===== config.mk =====
export PLATFORM = sky130hd
export DESIGN_NAME = sd_host_regfile_flat
export DESIGN_NICKNAME = d
export VERILOG_FILES = /design/src/rtl/sd_host_regfile_pkg.sv /design/src/rtl/sd_host_regfile_if.sv /design/src/rtl/sd_int_status_reg.sv /design/src/rtl/sd_host_regfile.sv /design/src/flat_wrapper.sv
export SDC_FILE = /design/constraint.sdc
export NUM_CORES = 1
export LEC_CHECK = 0
export BUFFER_PORTS_ARGS = -buffer_cell sky130_fd_sc_hd__buf_2
export CORE_AREA = 5 5 218 220
export CTS_CLUSTER_DIAMETER = 200
export CTS_CLUSTER_SIZE = 30
export DETAILED_ROUTE_END_ITERATION = 8
export DIE_AREA = 0 0 223 225
export GPL_TIMING_DRIVEN = 0
export PLACE_DENSITY = 0.56
export RECOVER_POWER = 25
export SLEW_MARGIN = 20
export SYNTH_ARGS = -nofsm -noshare
export SYNTH_HDL_FRONTEND = slang
export SYNTH_SLANG_ARGS = --single-unit

===== constraint.sdc =====
create_clock -name clock -period 14 [get_ports clock]
set_input_delay 0 -clock clock [delete_from_list [all_inputs] [get_ports clock]]
set_output_delay 0 -clock clock [all_outputs]
set_load 0.01 [all_outputs]

===== src/rtl/sd_host_regfile_pkg.sv =====
// Shared constants for the SD host register file: register map, field widths
// and bit positions inside present_state and software_reset.
package sd_host_regfile_pkg;

  localparam int ADR_W = 5;

  localparam logic [ADR_W-1:0] ADR_BLOCK_SIZE    = 5'd0;
  localparam logic [ADR_W-1:0] ADR_BLOCK_COUNT   = 5'd1;
  localparam logic [ADR_W-1:0] ADR_ARGUMENT      = 5'd2;
  localparam logic [ADR_W-1:0] ADR_TRANSFER_MODE = 5'd3;
  localparam logic [ADR_W-1:0] ADR_COMMAND       = 5'd4;
  localparam logic [ADR_W-1:0] ADR_RESPONSE      = 5'd5;
  localparam logic [ADR_W-1:0] ADR_PRESENT_STATE = 5'd6;
  localparam logic [ADR_W-1:0] ADR_TIMEOUT_CTRL  = 5'd7;
  localparam logic [ADR_W-1:0] ADR_SW_RESET      = 5'd8;
  localparam logic [ADR_W-1:0] ADR_NORMAL_INT    = 5'd9;
  localparam logic [ADR_W-1:0] ADR_ERR_INT       = 5'd10;

  localparam int DATA_W          = 128;
  localparam int BLOCK_SIZE_W    = 12;
  localparam int BLOCK_COUNT_W   = 16;
  localparam int ARGUMENT_W      = 32;
  localparam int TRANSFER_MODE_W = 16;
  localparam int COMMAND_W       = 16;
  localparam int RESPONSE_W      = 128;
  localparam int PRESENT_STATE_W = 16;
  localparam int TIMEOUT_CTRL_W  = 16;
  localparam int SW_RESET_W      = 3;
  localparam int INT_STATUS_W    = 16;

  localparam int PS_CMD_INHIBIT = 0;
  localparam int PS_DAT_INHIBIT = 1;

  localparam int SRST_ALL = 0;
  localparam int SRST_CMD = 1;
  localparam int SRST_DAT = 2;

  // Command register bit that announces a data phase.
  localparam int CMD_DATA_PRESENT = 5;

  function automatic logic is_writable(input logic [ADR_W-1:0] adr);
    case (adr)
      ADR_BLOCK_SIZE, ADR_BLOCK_COUNT, ADR_ARGUMENT, ADR_TRANSFER_MODE,
      ADR_COMMAND, ADR_TIMEOUT_CTRL, ADR_SW_RESET, ADR_NORMAL_INT,
      ADR_ERR_INT: is_writable = 1'b1;
      default:     is_writable = 1'b0;
    endcase
  endfunction

endpackage


===== src/rtl/sd_host_regfile_if.sv =====
// Register bus between the Wishbone slave (master side) and the register file.
interface sd_host_regfile_if;
  import sd_host_regfile_pkg::*;

  logic [ADR_W-1:0]  adr_i;
  logic              reg_write_en;
  logic              reg_read_en;
  logic [DATA_W-1:0] data_i;
  logic [DATA_W-1:0] data_o;

  modport master (output adr_i, reg_write_en, reg_read_en, data_i, input data_o);
  modport slave  (input adr_i, reg_write_en, reg_read_en, data_i, output data_o);
endinterface


===== src/rtl/sd_int_status_reg.sv =====
// 16-bit sticky interrupt status register: write-one-to-clear, a set event in
// the same cycle as a clear wins, synchronous clear for software reset.
module sd_int_status_reg
  import sd_host_regfile_pkg::*;
(
  input  logic                    clock,
  input  logic                    reset,
  input  logic                    clear,
  input  logic                    write_en,
  input  logic [INT_STATUS_W-1:0] write_data,
  input  logic [INT_STATUS_W-1:0] event_in,
  output logic [INT_STATUS_W-1:0] status
);

  logic [INT_STATUS_W-1:0] clr_mask;

  assign clr_mask = write_en ? write_data : '0;

  // NOTE: sequential state is updated only with non-blocking assignments so
  // every register samples pre-edge values regardless of process order.
  always_ff @(posedge clock or posedge reset) begin
    if (reset) begin
      status <= '0;
    end else if (clear) begin
      status <= '0;
    end else begin
      status <= (status & ~clr_mask) | event_in;
    end
  end

endmodule


===== src/rtl/sd_host_regfile.sv =====
// SD host controller register file behind the Wishbone slave.
// Optional: define SDREG_ILLEGAL_ACCESS_EN to flag writes to RO/reserved
// addresses in error_int_status[15].
module sd_host_regfile
  import sd_host_regfile_pkg::*;
(
  input  logic                       clock,
  input  logic                       reset,
  sd_host_regfile_if.slave           bus,
  input  logic                       command_complete,
  input  logic [RESPONSE_W-1:0]      response_i,
  input  logic [INT_STATUS_W-1:0]    error_interrupt_status_i,
  input  logic [INT_STATUS_W-1:0]    normal_interrupt_status_i,
  output logic [BLOCK_SIZE_W-1:0]    block_size,
  output logic [BLOCK_COUNT_W-1:0]   block_count,
  output logic [ARGUMENT_W-1:0]      argument,
  output logic [TRANSFER_MODE_W-1:0] transfer_mode,
  output logic [COMMAND_W-1:0]       command,
  output logic [PRESENT_STATE_W-1:0] present_state,
  output logic [TIMEOUT_CTRL_W-1:0]  timeout_control,
  output logic [SW_RESET_W-1:0]      software_reset,
  output logic [INT_STATUS_W-1:0]    error_interrupt_status_o
);

  logic                    wr;
  logic                    cmd_wr;
  logic                    cmd_inhibit;
  logic                    dat_inhibit;
  logic [RESPONSE_W-1:0]   response;
  logic [INT_STATUS_W-1:0] normal_status;
  logic [INT_STATUS_W-1:0] error_status;
  logic [INT_STATUS_W-1:0] normal_event;
  logic [INT_STATUS_W-1:0] error_event;

  // A pending software reset swallows any bus write in the cycle it acts.
  assign wr     = bus.reg_write_en && (software_reset == '0);
  assign cmd_wr = wr && (bus.adr_i == ADR_COMMAND);

  assign present_state = {{(PRESENT_STATE_W-2){1'b0}}, dat_inhibit, cmd_inhibit};
  assign normal_event  = normal_interrupt_status_i | {{(INT_STATUS_W-1){1'b0}}, command_complete};

`ifdef SDREG_ILLEGAL_ACCESS_EN
  assign error_event = error_interrupt_status_i |
                       {(wr && !is_writable(bus.adr_i)), {(INT_STATUS_W-1){1'b0}}};
`else
  assign error_event = error_interrupt_status_i;
`endif

  always_ff @(posedge clock or posedge reset) begin
    if (reset) begin
      block_size      <= '0;
      block_count     <= '0;
      argument        <= '0;
      transfer_mode   <= '0;
      command         <= '0;
      timeout_control <= '0;
      software_reset  <= '0;
      response        <= '0;
      cmd_inhibit     <= 1'b0;
      dat_inhibit     <= 1'b0;
    end else begin
      software_reset <= '0;
      if (software_reset[SRST_ALL]) begin
        block_size      <= '0;
        block_count     <= '0;
        argument        <= '0;
        transfer_mode   <= '0;
        command         <= '0;
        timeout_control <= '0;
        response        <= '0;
        cmd_inhibit     <= 1'b0;
        dat_inhibit     <= 1'b0;
      end else begin
        if (software_reset[SRST_CMD]) begin
          cmd_inhibit <= 1'b0;
          response    <= '0;
        end else begin
          if (command_complete) response <= response_i;
          // A new command in the completing cycle keeps the inhibit set.
          if (cmd_wr)                cmd_inhibit <= 1'b1;
          else if (command_complete) cmd_inhibit <= 1'b0;
        end

        if (software_reset[SRST_DAT])                   dat_inhibit <= 1'b0;
        else if (cmd_wr && bus.data_i[CMD_DATA_PRESENT]) dat_inhibit <= 1'b1;

        if (wr) begin
          case (bus.adr_i)
            ADR_BLOCK_SIZE:    block_size      <= bus.data_i[BLOCK_SIZE_W-1:0];
            ADR_BLOCK_COUNT:   block_count     <= bus.data_i[BLOCK_COUNT_W-1:0];
            ADR_ARGUMENT:      argument        <= bus.data_i[ARGUMENT_W-1:0];
            ADR_TRANSFER_MODE: transfer_mode   <= bus.data_i[TRANSFER_MODE_W-1:0];
            ADR_COMMAND:       command         <= bus.data_i[COMMAND_W-1:0];
            ADR_TIMEOUT_CTRL:  timeout_control <= bus.data_i[TIMEOUT_CTRL_W-1:0];
            ADR_SW_RESET:      software_reset  <= bus.data_i[SW_RESET_W-1:0];
            default: ;
          endcase
        end
      end
    end
  end

  sd_int_status_reg u_normal_int (
    .clock      (clock),
    .reset      (reset),
    .clear      (software_reset[SRST_ALL]),
    .write_en   (wr && (bus.adr_i == ADR_NORMAL_INT)),
    .write_data (bus.data_i[INT_STATUS_W-1:0]),
    .event_in   (normal_event),
    .status     (normal_status)
  );

  sd_int_status_reg u_error_int (
    .clock      (clock),
    .reset      (reset),
    .clear      (software_reset[SRST_ALL]),
    .write_en   (wr && (bus.adr_i == ADR_ERR_INT)),
    .write_data (bus.data_i[INT_STATUS_W-1:0]),
    .event_in   (error_event),
    .status     (error_status)
  );

  assign error_interrupt_status_o = error_status;

  // NOTE: data_o gets a default before the case so no path leaves it
  // unassigned, which would otherwise infer a latch.
  always_comb begin
    bus.data_o = '0;
    if (bus.reg_read_en) begin
      case (bus.adr_i)
        ADR_BLOCK_SIZE:    bus.data_o = DATA_W'(block_size);
        ADR_BLOCK_COUNT:   bus.data_o = DATA_W'(block_count);
        ADR_ARGUMENT:      bus.data_o = DATA_W'(argument);
        ADR_TRANSFER_MODE: bus.data_o = DATA_W'(transfer_mode);
        ADR_COMMAND:       bus.data_o = DATA_W'(command);
        ADR_RESPONSE:      bus.data_o = response;
        ADR_PRESENT_STATE: bus.data_o = DATA_W'(present_state);
        ADR_TIMEOUT_CTRL:  bus.data_o = DATA_W'(timeout_control);
        ADR_SW_RESET:      bus.data_o = DATA_W'(software_reset);
        ADR_NORMAL_INT:    bus.data_o = DATA_W'(normal_status);
        ADR_ERR_INT:       bus.data_o = DATA_W'(error_status);
        default:           bus.data_o = '0;
      endcase
    end
  end

endmodule


===== src/flat_wrapper.sv =====
// flat-port wrapper written by rule: the top's interface ports become plain ports
module sd_host_regfile_flat import sd_host_regfile_pkg::*;
  (clock, reset, command_complete, response_i, error_interrupt_status_i, normal_interrupt_status_i, block_size, block_count, argument, transfer_mode, command, present_state, timeout_control, software_reset, error_interrupt_status_o, bus_adr_i, bus_reg_write_en, bus_reg_read_en, bus_data_i, bus_data_o);
  sd_host_regfile_if bus_i ();
  input  logic clock;
  input  logic reset;
  input  logic command_complete;
  input  logic [RESPONSE_W-1:0] response_i;
  input  logic [INT_STATUS_W-1:0] error_interrupt_status_i;
  input  logic [INT_STATUS_W-1:0] normal_interrupt_status_i;
  output logic [BLOCK_SIZE_W-1:0] block_size;
  output logic [BLOCK_COUNT_W-1:0] block_count;
  output logic [ARGUMENT_W-1:0] argument;
  output logic [TRANSFER_MODE_W-1:0] transfer_mode;
  output logic [COMMAND_W-1:0] command;
  output logic [PRESENT_STATE_W-1:0] present_state;
  output logic [TIMEOUT_CTRL_W-1:0] timeout_control;
  output logic [SW_RESET_W-1:0] software_reset;
  output logic [INT_STATUS_W-1:0] error_interrupt_status_o;
  input wire logic [$bits(bus_i.adr_i)-1:0] bus_adr_i;
  input wire logic [$bits(bus_i.reg_write_en)-1:0] bus_reg_write_en;
  input wire logic [$bits(bus_i.reg_read_en)-1:0] bus_reg_read_en;
  input wire logic [$bits(bus_i.data_i)-1:0] bus_data_i;
  output wire logic [$bits(bus_i.data_o)-1:0] bus_data_o;
  assign bus_i.adr_i = bus_adr_i;
  assign bus_i.reg_write_en = bus_reg_write_en;
  assign bus_i.reg_read_en = bus_reg_read_en;
  assign bus_i.data_i = bus_data_i;
  assign bus_data_o = bus_i.data_o;
  sd_host_regfile u_core (.clock(clock), .reset(reset), .bus(bus_i), .command_complete(command_complete), .response_i(response_i), .error_interrupt_status_i(error_interrupt_status_i), .normal_interrupt_status_i(normal_interrupt_status_i), .block_size(block_size), .block_count(block_count), .argument(argument), .transfer_mode(transfer_mode), .command(command), .present_state(present_state), .timeout_control(timeout_control), .software_reset(software_reset), .error_interrupt_status_o(error_interrupt_status_o));
endmodule

==> flow_metrics.tcl <==
set metrics [dict create \
    status "finished, violations left" \
    violations "max-capacitance violations, max-slew violations" \
    async_flop_share_pct 100.0 \
    synth-edff-count 0 \
    rsz0062_at_grt "false" \
    yosys_warnings 0 \
    critical_path_arrival_ns 6.00 \
    hold_viol 0 \
    critPathMaxFanout 93 \
    synth_seq_area_share_pct 51.22 \
    netlist_area_sq_um 13340 \
    synth_most_common_cell "dfrtp_1" \
    fin_skew_ns 0.05265 \
    fillers 4561 \
    drt-total-wl_mm 62.36 \
    grt_pass1_wl_mm 90.36 \
    max_cap_violations 2 \
    worst_path_dominant_cell_family "buffers and inverters" \
    power-per-cell-area_nw_per_um2 96.15 \
    vias 13230 \
    synth-seq-cells 273 \
    gr-usage-all-layers_pct 23.58 \
    syn_to_final_growth_pct 41.37 \
    synth.distinct_cells 50 \
    min_period_ns 6.732 \
    slew_viol_final 192 \
    synth_top_flop_cell "dfrtp_1" \
    portBuffers 442 \
    grt_overflow 0 \
    numCtsBuffers 13 \
    cp_common_cell "dlygate4sd3_1" \
    core_sq_um 45090 \
    hold_path.class "in2reg" \
    nets 2350 \
    insertion_delay_ns 0.55 \
    yosys-top-cells-area "dfrtp_1 (51%), mux2i_1 (14%), nor2_1 (5.9%)" \
    avgSynthCellArea_sq_um 9.842 \
    setup_viol 0 \
    grt_max_degree 98 \
    clock_path_buffers 3 \
    worstSetupStartpointType "input pin" \
    finalNonFillerCells 2654 \
    start_util_pct 29.58 \
    drt_iter0_drc 1115 \
    antenna_found_initial 1 \
    place_congestion 0.9186 \
    fmax_ghz 0.1485 \
    cp_data_required_time_ns 13.27 \
    path_class "in2async" \
    synth_top_cell_by_area "dfrtp_1" \
    cts.sinks 273 \
    io-pin-count 569 \
    drive_gt1_share_pct 21.05 \
    clk_pin_slew_ns 0.13 \
    drtAntennaViolNets 0 \
    die_h_um 225 \
    dp.cells 2413 \
    core.rowCount 78 \
    max_slew_margin_pct -269.9 \
    cpPeakStageDelay_ns 3.84 \
    crit_chain "dlygate4sd3_1, buf_2, dlygate4sd3_1, clkinvlp_2, clkbuf_1" \
    synthTopCellsByCount "dfrtp_1 (273), nor2_1 (211), mux2i_1 (181), nand2_1 (134), and2_1 (99)" \
    cts_post_setup_buffers_inserted 0 \
    power.leakage_nw 9.247 \
    die_area_sq_um 50180 \
    critPathSlowestCell "clkbuf_1" \
    wl_per_cell_um 23.50 \
    drc 0 \
    drt-pass1-iter-count 7 \
    viasPerCell 4.986 \
    clockRootBuffer "clkbuf_16" \
    endpoint_kind "async pin" \
    h-tree-depth 1 \
    vdd_drop_max_v 0.0001067 \
    cts_tree "yes" \
    yosysTopAreaCellShare_pct 51.22 \
    post-route-period-util_pct 48.09 \
    critical_path_buf_inv_count 5 \
    synth_cells 1355 \
    hpwl_mm 45.31 \
    grt_pass1_vias 13420 \
    timing.setup.tns_ns 0 \
    tightest_slew_ns 5.548 \
    dieWidth_um 223 \
]
-- final timing paths --
kind                            depth (start not counted)  slack [ns]                          startpoint                                endpoint
min in group asynchronous                               4        0.86                               reset         u_core.response[32]$_DFFE_PP0P_
worst max-delay path                                    5        7.27                               reset  u_core.u_error_int.status[9]$_DFF_PP0_
worst min-delay path                                    5        0.04                        bus_adr_i[2]       u_core.block_size[10]$_DFFE_PP0P_
max in group clock                                      7       10.57  u_core.software_reset[0]$_DFF_PP0_  u_core.u_error_int.status[9]$_DFF_PP0_
worst min register to register                          2        0.52     u_core.response[89]$_DFFE_PP0P_         u_core.response[89]$_DFFE_PP0P_
worst max register to register                          7       10.57  u_core.software_reset[0]$_DFF_PP0_  u_core.u_error_int.status[9]$_DFF_PP0_
-- sequential cells by signal, summed over array words and instances, names as in the netlist --
name / count
u_core.u_error_int.status: 16
u_core.block_size: 12
u_core.transfer_mode: 16
u_core.u_normal_int.status: 16
u_core.response: 128
u_core.cmd_inhibit: 1
u_core.block_count: 16
u_core.dat_inhibit: 1
u_core.command: 16
u_core.timeout_control: 16
u_core.argument: 32
u_core.software_reset: 3
-- cells in the final DEF (no fill, tap or decap), types with 3 or more instances in the layout --
master / Yosys / layout
dlygate4sd3_1: 0 / 224
buf_2: 45 / 359
nand3_1: 4 / 4
clkbuf_1: 57 / 187
inv_1: 35 / 34
buf_4: 24 / 23
a31oi_1: 15 / 15
a22oi_1: 40 / 40
mux2_2: 13 / 13
nor2_1: 211 / 211
and2_1: 99 / 99
o21ai_0: 19 / 19
nand3b_1: 18 / 18
a2111oi_0: 3 / 3
nand2_1: 134 / 134
nand2b_1: 3 / 3
a21oi_1: 83 / 83
buf_6: 3 / 3
dfrtp_1: 273 / 273
and3_1: 12 / 12
a221oi_1: 10 / 10
mux2i_1: 181 / 181
conb_1: 1 / 14
clkbuf_16: 0 / 13
a32oi_1: 4 / 4
a222oi_1: 3 / 3
nor3_1: 8 / 8
a32o_1: 6 / 6
nand4_1: 16 / 16
nor4_1: 5 / 4
clkbuf_2: 4 / 4
-- worst register-to-register path: stages (launching register included) --
cell and delay [ns]:
dfrtp_1 0.41, buf_6 0.15, nor4b_4 0.61, nand4b_1 0.61, clkbuf_1 0.50, o21ai_0 0.27, a21oi_1 0.10, dlygate4sd3_1 0.62
-- area by class of cell --
cell class	instances	area, sq um	share of cell area [%]
clock inverter	2	38.79	0.2057
buffer	136	695.7	3.690
clock buffer	13	325.3	1.725
antenna	2	5.005	0.02654
multi-input combinational	924	5746	30.47
sequential	273	6832	36.23
tap	600	750.7	3.982
timing repair buffer	669	4329	22.96
inverter	35	132.6	0.7034
-- per-layer routing --
layer,global-route usage (%),wire length [um],vias up
met2,40.63,30300,648
li1,-,-,5926
met5,0,0,-
met4,7.174,2261,0
met3,4.820,4739,116
met1,30.00,25060,6542
-- metrics by stage --
stage	instance area (sq um)	hold slack (ns)	util [%]	setup WS (ns)	power [mW]
6_report	18850	0.04143	41.82	7.268	1.813
5_1_grt	18850	0.1010	41.81	5.927	1.901
4_1_cts	19060	0.02593	42.27	10.67	1.844
3_5_place_dp	16450	-0.02537	36.49	11.11	1.337
3_3_place_gp	16350	0.1946	36.26	2.875	1.325
2_1_floorplan	13390	0.1054	-	6.476	1.147
-- report_power, final --
group / switching (mW) / internal, mW / leakage (nW)
Clock: 0.283 / 0.176 / 0.176
Combinational: 0.216 / 0.165 / 5.80
Sequential: 0.0851 / 0.888 / 3.27
-- logic make-up (layout without fill, tap and decap cells) --
logic type	after synthesis	in the layout	synth area share, %
other	1	16	0.02812
and+or+nand+nor	528	528	19.03
AOI/OAI and AO/OA	188	188	8.838
buffers and inverters	171	855	6.201
DFF	273	273	51.22
muxes	194	194	14.68
-- timing repair --
item / CTS / global route
hold buffers: 224 / 0
resized for setup: 0 / 0
endpoints found under the hold margin: 487 / 0
Power figures use the tool's default switching activity.
